**config.mk**
```make
export PLATFORM = sky130hd
export DESIGN_NAME = multdiv_ctrl
export DESIGN_NICKNAME = d
export VERILOG_FILES = /design/src/rtl/multdiv_ctrl_pkg.sv /design/src/rtl/md_watchdog.sv /design/src/rtl/multdiv_ctrl.sv
export SDC_FILE = /design/constraint.sdc
export NUM_CORES = 1
export LEC_CHECK = 0
export CAP_MARGIN = 20
export CELL_PAD_IN_SITES_DETAIL_PLACEMENT = 2
export CELL_PAD_IN_SITES_GLOBAL_PLACEMENT = 2
export CORE_MARGIN = 5
export CORE_UTILIZATION = 24
export DETAILED_ROUTE_END_ITERATION = 12
export GPL_TIMING_DRIVEN = 0
export PLACE_DENSITY = 0.81
export SLEW_MARGIN = 10
export SYNTH_ARGS = -nofsm -noshare
export SYNTH_HDL_FRONTEND = slang
export SYNTH_HIERARCHICAL = 1
export SYNTH_SLANG_ARGS = --single-unit
```
**constraint.sdc**
```tcl
create_clock -name clock -period 4.3 [get_ports clock]
set_input_delay 0.86 -clock clock [delete_from_list [all_inputs] [get_ports clock]]
set_output_delay 0.86 -clock clock [all_outputs]
set_load 0.005 [all_outputs]
```
**src/rtl/multdiv_ctrl_pkg.sv**
```systemverilog
// Shared types and constants for the multiply/divide sequencing controller.
package multdiv_ctrl_pkg;

   typedef enum logic [1:0] {
      ST_IDLE  = 2'd0,
      ST_START = 2'd1,
      ST_BUSY  = 2'd2,
      ST_DONE  = 2'd3
   } md_state_t;

   localparam int          CNT_W           = 6;
   localparam int          RSTATUS_DEFAULT = 30;
   localparam logic [31:0] EXC_MULT        = 32'd4;
   localparam logic [31:0] EXC_DIV         = 32'd5;

endpackage

```
**src/rtl/md_watchdog.sv**
```systemverilog
// Saturating cycle counter that flags a multdiv operation overrunning TIMEOUT.
// Cleared synchronously on issue; expired stays high once the count reaches TIMEOUT.
module md_watchdog
   import multdiv_ctrl_pkg::*;
#(
   parameter int TIMEOUT = 40
) (
   input  logic clock,
   input  logic reset,
   input  logic clear,
   input  logic inc,
   output logic expired
);

   localparam logic [CNT_W-1:0] LIMIT = CNT_W'(TIMEOUT);

   logic [CNT_W-1:0] count;

   always_ff @(posedge clock or posedge reset) begin
      if (reset) begin
         count <= '0;
      end else if (clear) begin
         count <= '0;
      end else if (inc && (count != LIMIT)) begin
         count <= count + 1'b1;
      end
   end

   assign expired = (count == LIMIT);

endmodule

```
**src/rtl/multdiv_ctrl.sv**
```systemverilog
// Issues one start pulse per mul/div in D/X, stalls the front end until the unit
// answers or the watchdog fires, then presents a single registered result.
module multdiv_ctrl
   import multdiv_ctrl_pkg::*;
#(
   parameter int TIMEOUT = 40,
   parameter int RSTATUS = RSTATUS_DEFAULT
) (
   input  logic        clock,
   input  logic        reset,
   input  logic        dx_valid,
   input  logic        dx_is_mult,
   input  logic        dx_is_div,
   input  logic [4:0]  dx_rd,
   input  logic [31:0] dx_opA,
   input  logic [31:0] dx_opB,
   input  logic [31:0] md_result,
   input  logic        md_exception,
   input  logic        md_resultRDY,
   output logic        ctrl_MULT,
   output logic        ctrl_DIV,
   output logic [31:0] md_opA,
   output logic [31:0] md_opB,
   output logic        stall,
   output logic        res_valid,
   output logic [31:0] res_data,
   output logic [4:0]  res_rd,
   output logic        res_exc
);

   md_state_t state, state_n;

   logic       issue;
   logic       start_op;
   logic       res_load;
   logic       wd_clear;
   logic       wd_inc;
   logic       wd_expired;
   logic       stall_c;
   logic       is_div_q;
   logic [4:0] rd_q;

   assign issue = dx_valid & (dx_is_mult | dx_is_div);

   always_ff @(posedge clock or posedge reset) begin
      if (reset) begin
         state <= ST_IDLE;
      end else begin
         state <= state_n;
      end
   end

   always_comb begin
      state_n   = state;
      stall_c   = 1'b0;
      res_valid = 1'b0;
      start_op  = 1'b0;
      res_load  = 1'b0;
      wd_clear  = 1'b0;
      wd_inc    = 1'b0;
      unique case (state)
         ST_IDLE: begin
            if (issue) begin
               stall_c  = 1'b1;
               start_op = 1'b1;
               wd_clear = 1'b1;
               state_n  = ST_START;
            end
         end
         // Counting from the pulse cycle puts expiry on the TIMEOUT-th BUSY cycle.
         ST_START: begin
            stall_c = 1'b1;
            wd_inc  = 1'b1;
            state_n = ST_BUSY;
         end
         ST_BUSY: begin
            stall_c = 1'b1;
            wd_inc  = 1'b1;
            if (md_resultRDY || wd_expired) begin
               res_load = 1'b1;
               state_n  = ST_DONE;
            end
         end
         ST_DONE: begin
            res_valid = 1'b1;
            state_n   = ST_IDLE;
         end
         default: state_n = ST_IDLE;
      endcase
   end

   // D/X may still hold an op while reset is high; keep stall low regardless.
   assign stall = stall_c & ~reset;

   always_ff @(posedge clock or posedge reset) begin
      if (reset) begin
         md_opA    <= '0;
         md_opB    <= '0;
         rd_q      <= '0;
         is_div_q  <= 1'b0;
         ctrl_MULT <= 1'b0;
         ctrl_DIV  <= 1'b0;
         res_data  <= '0;
         res_rd    <= '0;
         res_exc   <= 1'b0;
      end else begin
         ctrl_MULT <= start_op & dx_is_mult;
         ctrl_DIV  <= start_op & ~dx_is_mult;
         if (start_op) begin
            md_opA   <= dx_opA;
            md_opB   <= dx_opB;
            rd_q     <= dx_rd;
            is_div_q <= ~dx_is_mult;
         end
         if (res_load) begin
            if (md_resultRDY && !md_exception) begin
               res_data <= md_result;
               res_rd   <= rd_q;
               res_exc  <= 1'b0;
            end else begin
               res_data <= is_div_q ? EXC_DIV : EXC_MULT;
               res_rd   <= 5'(RSTATUS);
               res_exc  <= 1'b1;
            end
         end
      end
   end

   md_watchdog #(
      .TIMEOUT (TIMEOUT)
   ) u_watchdog (
      .clock   (clock),
      .reset   (reset),
      .clear   (wd_clear),
      .inc     (wd_inc),
      .expired (wd_expired)
   );

endmodule

```
Word level (Yosys, flattened, before mapping)
Index checks and enable logic that the tools add are counted.
{ "op_classes": {"mux": 16, "n_addsub": 1, "bitwise": 7, "eq_ne": 7, "reduce_logical": 8} }
{ "op_table": {"columns": ["op", "count"], "rows": [
  ["two-way mux 32 bit", 1],
  ["two-way mux 6 bit", 2],
  ["two-way mux 1 bit", 8],
  ["case mux 2 bit (4 select lines)", 1],
  ["adder 6 x 1 -> 6 bit, second input constant", 1],
  ["== test 6 bit, second input constant", 1],
  ["!= test 6 bit, second input constant", 1],
  ["two-way mux 5 bit", 1],
  ["AND 1 bit", 4],
  ["== test 2 bit, second input constant", 2],
  ["two-way mux 2 bit", 2],
  ["!= test 2 bit, second input constant", 2],
  ["== test 2 x 1 -> 1 bit, second input constant", 1],
  ["logical AND 1 bit", 2],
  ["zero test 2 bit", 1],
  ["NOT 1 bit", 2],
  ["case mux 1 bit (2 select lines)", 1],
  ["AND reduction 2 bit", 1],
  ["nonzero test 2 bit", 1],
  ["OR reduction 2 bit", 1],
  ["zero test 1 bit", 1],
  ["logical OR 1 bit", 1],
  ["OR 1 bit", 1]
]} }
{ "totals": {"regBits": 118, "input_bits": 108, "out_inout_bits": 106} }

Longest topological paths before layout
Gate-level depths: netlist of run 1.
{ "logic_depth": {"word_depth": 6, "depth_mapped": 9, "mapped_depth_nobuf": 7} }

Cells and area by module
Netlist of run 1, hierarchy kept.
{ "modules_own_cells": {"columns": ["module", "area_each_um2", "seq_area_each_um2", "cells_per_inst", "n_inst"], "rows": [
  ["multdiv_ctrl", 4204.0, 2802.7, 408, 1],
  ["md_watchdog", 387.9, 150.1, 41, 1]
]} }

Least setup slack after synthesis of run 1
No wires, ideal clock.
{ "synth_path": {"kind": "input to register", "from": "input port dx_is_div", "to": "register u_watchdog.count[0]", "setup_ns": 0.138, "slack_ns": 2.043, "arrival_time_ns": 2.119, "cell_stages": 6, "required_ns": 4.162, "path_cell_list": "o211ai_2 -> inv_2 -> buf_2 -> clkbuf_1 -> nor4b_1 -> or4_1"} }
{ "synth_via": {"elab_chain_len": 5} }
{ "synth_lines": {"columns": ["element", "line", "rtl"], "rows": [
  ["start: declaration", "multdiv_ctrl.sv:13", "input logic dx_is_div,"],
  ["OR 1 bit (*)", "multdiv_ctrl.sv:43", "assign issue = dx_valid & (dx_is_mult | dx_is_div);"],
  ["AND 1 bit (*)", "multdiv_ctrl.sv:43", null],
  ["two-way mux 1 bit (*) (2 in a row)", null, null],
  ["via start_op", "multdiv_ctrl.sv:34", "logic start_op;"],
  ["two-way mux 6 bit / nonzero test 2 bit (equally long branches)", null, null],
  ["end signal: assignment", "md_watchdog.sv:25", "count <= count + 1'b1;"],
  ["end: declaration", "md_watchdog.sv:17", "logic [CNT_W-1:0] count;"]
]} }
Mark *: on every way through the listed nets, which the timed path passes. The rest lies on a longest branch.
A chain may end at the register's enable or synchronous reset.

Worst setup path after layout of run 1
{ "layout_path": {"from": "input port dx_is_mult", "to": "output port stall"} }
{ "layout_via": {"elab_chain_len": 5} }
{ "layout_lines": {"columns": ["element", "line", "rtl"], "rows": [
  ["start: declaration", "multdiv_ctrl.sv:12", "input logic dx_is_mult,"],
  ["OR 1 bit", "multdiv_ctrl.sv:43", null],
  ["AND 1 bit", "multdiv_ctrl.sv:43", null],
  ["two-way mux 1 bit", "multdiv_ctrl.sv:63", "if (issue) begin"],
  ["case mux 1 bit (2 select lines)", "multdiv_ctrl.sv:61", "unique case (state)"],
  ["AND 1 bit", "multdiv_ctrl.sv:93", "assign stall = stall_c & ~reset;"],
  ["end: declaration", "multdiv_ctrl.sv:24", "output logic stall,"]
]} }
Every way passes these cells.

==> flow_metrics.py, run 1 <==
metrics = {
    "cells_and_area": {
        "layout-drive-gt1-share_pct": 8.36,
        "final_area_mm2": 0.00768,
        "fill_cells": 1995,
        "final_cells": 928,
        "fin_nets": 796,
        "final_core_util_pct": 40.9,
        "syn_to_final_growth_pct": 67.2,
        "antennaDiodeCount": 0,
    },
    "timing": {
        "setup_viol": 0,
        "rsz0062_at_grt": "no",
        "min_period_ns": 3.70,
        "finalClockSkew_ns": 0.00711,
        "slew_headroom_pct": 61.2,
        "finalCritPeriodShare_pct": 86.1,
        "final_max_slew_viol_count": 0,
        "hold_viol_final": 0,
        "whs_ns": 0.471,
        "fmax_ghz": 0.270,
        "worst_slew_pin_slew_ns": 0.579,
    },
    "setup_path": {
        "r2r-end": "u_watchdog/count[0]$_DFFE_PP0P_",
        "reg2regPathDepth": 8,
        "critPathLaunchType": "input pin",
        "r2r_slack_ns": 1.48,
        "crit_type": "in2out",
        "crit_required_ns": 3.44,
        "critPathCaptureType": "output port",
        "cp_max_fo": 9,
        "r2r-start": "state[0]$_DFFE_PP0P_",
        "crit_arrival_ns": 2.84,
    },
    "route": {
        "drt_iter0_drc": 62,
        "drc": 0,
        "finalWirelength_um": 17600,
        "routedWlPerCell_um": 19.0,
        "first_pass_iters": 4,
        "ant_nets": 0,
        "vias": 4161,
        "post_drt_via_cell_ratio": 4.48,
    },
    "clock_tree": {
        "clock_latency_ns": 0.41,
        "cts_tree": "yes",
        "cts_buffers": 17,
        "clk_pin_slew_ns": 0.05,
        "htreeDepth": 4,
        "cts_resized": 0,
        "cts-root-buf": "clkbuf_16",
        "clockBufferDepth": 2,
        "cts_sinks": 118,
        "cts_hold_buf": 0,
        "post_cts_buffers": 0,
    },
    "placed_design": {
        "io_buffers": 213,
        "dp.cells": 897,
        "dp_hpwl_um": 13500,
        "place_area_mm2": 0.00705,
        "gp_congestion": 0.785,
    },
    "die": {
        "die-area_mm2": 0.0220,
        "start_util_pct": 24.5,
        "die_h_um": 148,
        "fp-row-count": 50,
        "ios": 214,
        "die_w_um": 148,
        "core_mm2": 0.0188,
    },
    "hold_path": {
        "hold_depth": 2,
        "holdCritStartpoint": "md_opA[22]$_DFFE_PP0N_",
        "hp-class": "reg2reg",
        "hold_end": "md_opA[22]$_DFFE_PP0N_",
    },
    "synthesis": {
        "synth_compound_area_share_pct": 8.72,
        "synth.cell_area_mm2": 0.00459,
        "ys_top_cells_by_area": "dfrtp_1, nand2_1, a22o_1",
        "synth_xor_xnor_area_share_pct": 0.381,
        "yosysWarnings": 6,
        "synthArstFlopShare_pct": 100,
        "synthDominantCellAreaShare_pct": 64.3,
        "synth_top_family_by_area": "simple AND/OR/NAND/NOR gates",
        "yosysSeqAreaShare_pct": 64.3,
        "syn_nets": 563,
        "synth_edf_count": 0,
        "synthMuxAreaShare_pct": 0.708,
        "syn_area_per_cell_um2": 10.2,
        "netlist.top_cell.by_area": "dfrtp_1",
        "synth_cell_type_count": 36,
        "synthAdderAreaFrac_pct": 1.63,
        "ys_ff_latch": 118,
        "synthFlopType": "dfrtp_1",
        "yosys.area_share.simple_pct": 21.3,
        "synthCells": 449,
    },
    "status": {
        "status": "complete, no violations",
    },
    "power_and_ir_drop": {
        "peakVddDrop_mv": 0.275,
        "p_leak_nw": 3.59,
        "power_density_mw_per_mm2": 713,
    },
    "global_route": {
        "antenna_found_initial": 1,
        "grtUsageTotal_pct": 15.9,
        "grt-ovfl-total": 0,
        "grt_pass1_wl_um": 27400,
        "grt_max_degree": 66,
        "grt_pass1_vias": 4790,
    },
    "job": {
        "max_cap_viol_count": 0,
    },
}
how the worst max path moves through the flow:
stage | cells after the start | end | from
6_report | 6 | stall | dx_is_mult
5_1_grt | 6 | stall | dx_is_mult
4_1_cts | 6 | stall | dx_is_mult
3_5_place_dp | 6 | stall | dx_is_mult
3_3_place_gp | 2 | md_opA[17]$_DFFE_PP0N_ | reset
2_1_floorplan | 1 | ctrl_DIV$_DFF_PP0_ | reset
cell type report:
class / instances / area, um^2 / share of cell area [%]
Sequential cell: 118 / 2950 / 38.4
Timing Repair Buffer: 214 / 2160 / 28.1
Multi-Input combinational cell: 301 / 1500 / 19.6
Clock buffer: 20 / 457 / 5.95
Tap cell: 234 / 293 / 3.81
Clock inverter: 11 / 174 / 2.26
Buffer: 22 / 108 / 1.40
Inverter: 8 / 35.0 / 0.456
through the flow:
stage | setup slack [ns] | power [mW] | setup TNS, ns
final | 0.597 | 5.48 | 0
after global routing | 0.401 | 5.81 | 0
after CTS | 0.523 | 5.59 | 0
after detailed placement | 0.512 | 4.02 | 0
after global placement | -1.35 | 3.84 | -150.37
after floorplan | 0.481 | 2.64 | 0
registers in the layout, summed over array words and instances (netlist names):
register and cells:
md_opB 32, u_watchdog/count 6, is_div_q 1, res_data 32
res_exc 1, ctrl_MULT 1, ctrl_DIV 1, rd_q 5
md_opA 32, state 2, res_rd 5
placed cells by master, fill, tap and decap left out, types with 2 or more instances in the layout:
| master | count |
|---|---|
| a22o_1 | 31 |
| buf_2 | 20 |
| nand2_1 | 213 |
| a21oi_1 | 2 |
| mux2_2 | 2 |
| inv_1 | 6 |
| clkinvlp_4 | 3 |
| clkbuf_1 | 3 |
| nand4_1 | 2 |
| dfrtp_1 | 118 |
| nor2_1 | 11 |
| o22a_1 | 5 |
| clkbuf_8 | 2 |
| ha_1 | 6 |
| bufinv_16 | 4 |
| clkdlybuf4s50_1 | 213 |
| nor3_1 | 2 |
| inv_6 | 2 |
| and3_1 | 2 |
| clkinv_4 | 2 |
| o21ai_0 | 3 |
| clkbuf_16 | 17 |
| xor2_1 | 2 |
| nand4b_1 | 2 |
power breakdown:
| part | internal [mW] | switching (mW) | total (mW) |
|---|---|---|---|
| registers | 1.60 | 0.307 | 1.90 |
| logic | 1.18 | 0.880 | 2.06 |
| clock network | 0.999 | 0.510 | 1.51 |
| total | 3.78 | 1.70 | 5.48 |
cell usage after synthesis (2+ instances only):
master / number
inv_1: 7
nor2_1: 11
nand2_1: 213
dfrtp_1: 118
ha_1: 6
mux2_2: 2
nand4b_1: 2
o21ai_0: 3
clkbuf_1: 2
nor3_1: 2
xor2_1: 2
a21oi_1: 2
nand4_1: 2
a22o_1: 31
o22a_1: 5
and3_1: 2
buf_2: 20
worst max-delay path: stages:
cell             delay (ns)
clkdlybuf4s50_1        0.52
o211ai_2               0.51
inv_2                  0.25
nor2_1                 0.18
nor3_1                 0.06
clkdlybuf4s50_1        0.45
per-layer routing:
layer | vias up | track usage [%] | part of all wire [%]
met5 | - | 0 | 0.11
met4 | 2 | 5.17 | 1.4
met3 | 20 | 3.87 | 4.8
met2 | 125 | 29.3 | 54
met1 | 2083 | 18.1 | 40
li1 | 1931 | - | -
cell families (layout without fill, tap and decap cells):
family          Yosys count  in the layout
compound gates           48             48
xor+xnor                  2              2
fa+ha+maj                 6              6
buf+inv                  30            275
flops                   118            118
mux                       3              3
simple gates            242            242
Power figures use the tool's default switching activity.
==> inputs of run 2 (changes only) <==
--- a/config.mk
+++ b/config.mk
@@ -12,6 +12,7 @@
 export CORE_UTILIZATION = 24
 export DETAILED_ROUTE_END_ITERATION = 12
 export GPL_TIMING_DRIVEN = 0
+export HOLD_SLACK_MARGIN = 0.06
 export PLACE_DENSITY = 0.81
 export SLEW_MARGIN = 10
 export SYNTH_ARGS = -nofsm -noshare
==> results of run 2 <==
Final layout, timing and power as in run 1 (identical DEF).
==> inputs of run 3 (changes only) <==
==> constraint.sdc (replaced) <==
create_clock -name clock -period 4.3 [get_ports clock]
set_input_delay 0.86 -clock clock [delete_from_list [all_inputs] [get_ports clock]]
set_output_delay 0.86 -clock clock [all_outputs]
set_load 0.02 [all_outputs]
==> results of run 3 <==
The final DEF is identical to that of run 1. Status: complete, no violations.
Main changes from that run: setup slack after placement 0.512 ns -> 0.420 ns; setup slack after layout 0.597 ns -> 0.506 ns; total power 5.48 mW -> 5.98 mW; worst IR drop on VDD 0.275 mV -> 0.277 mV
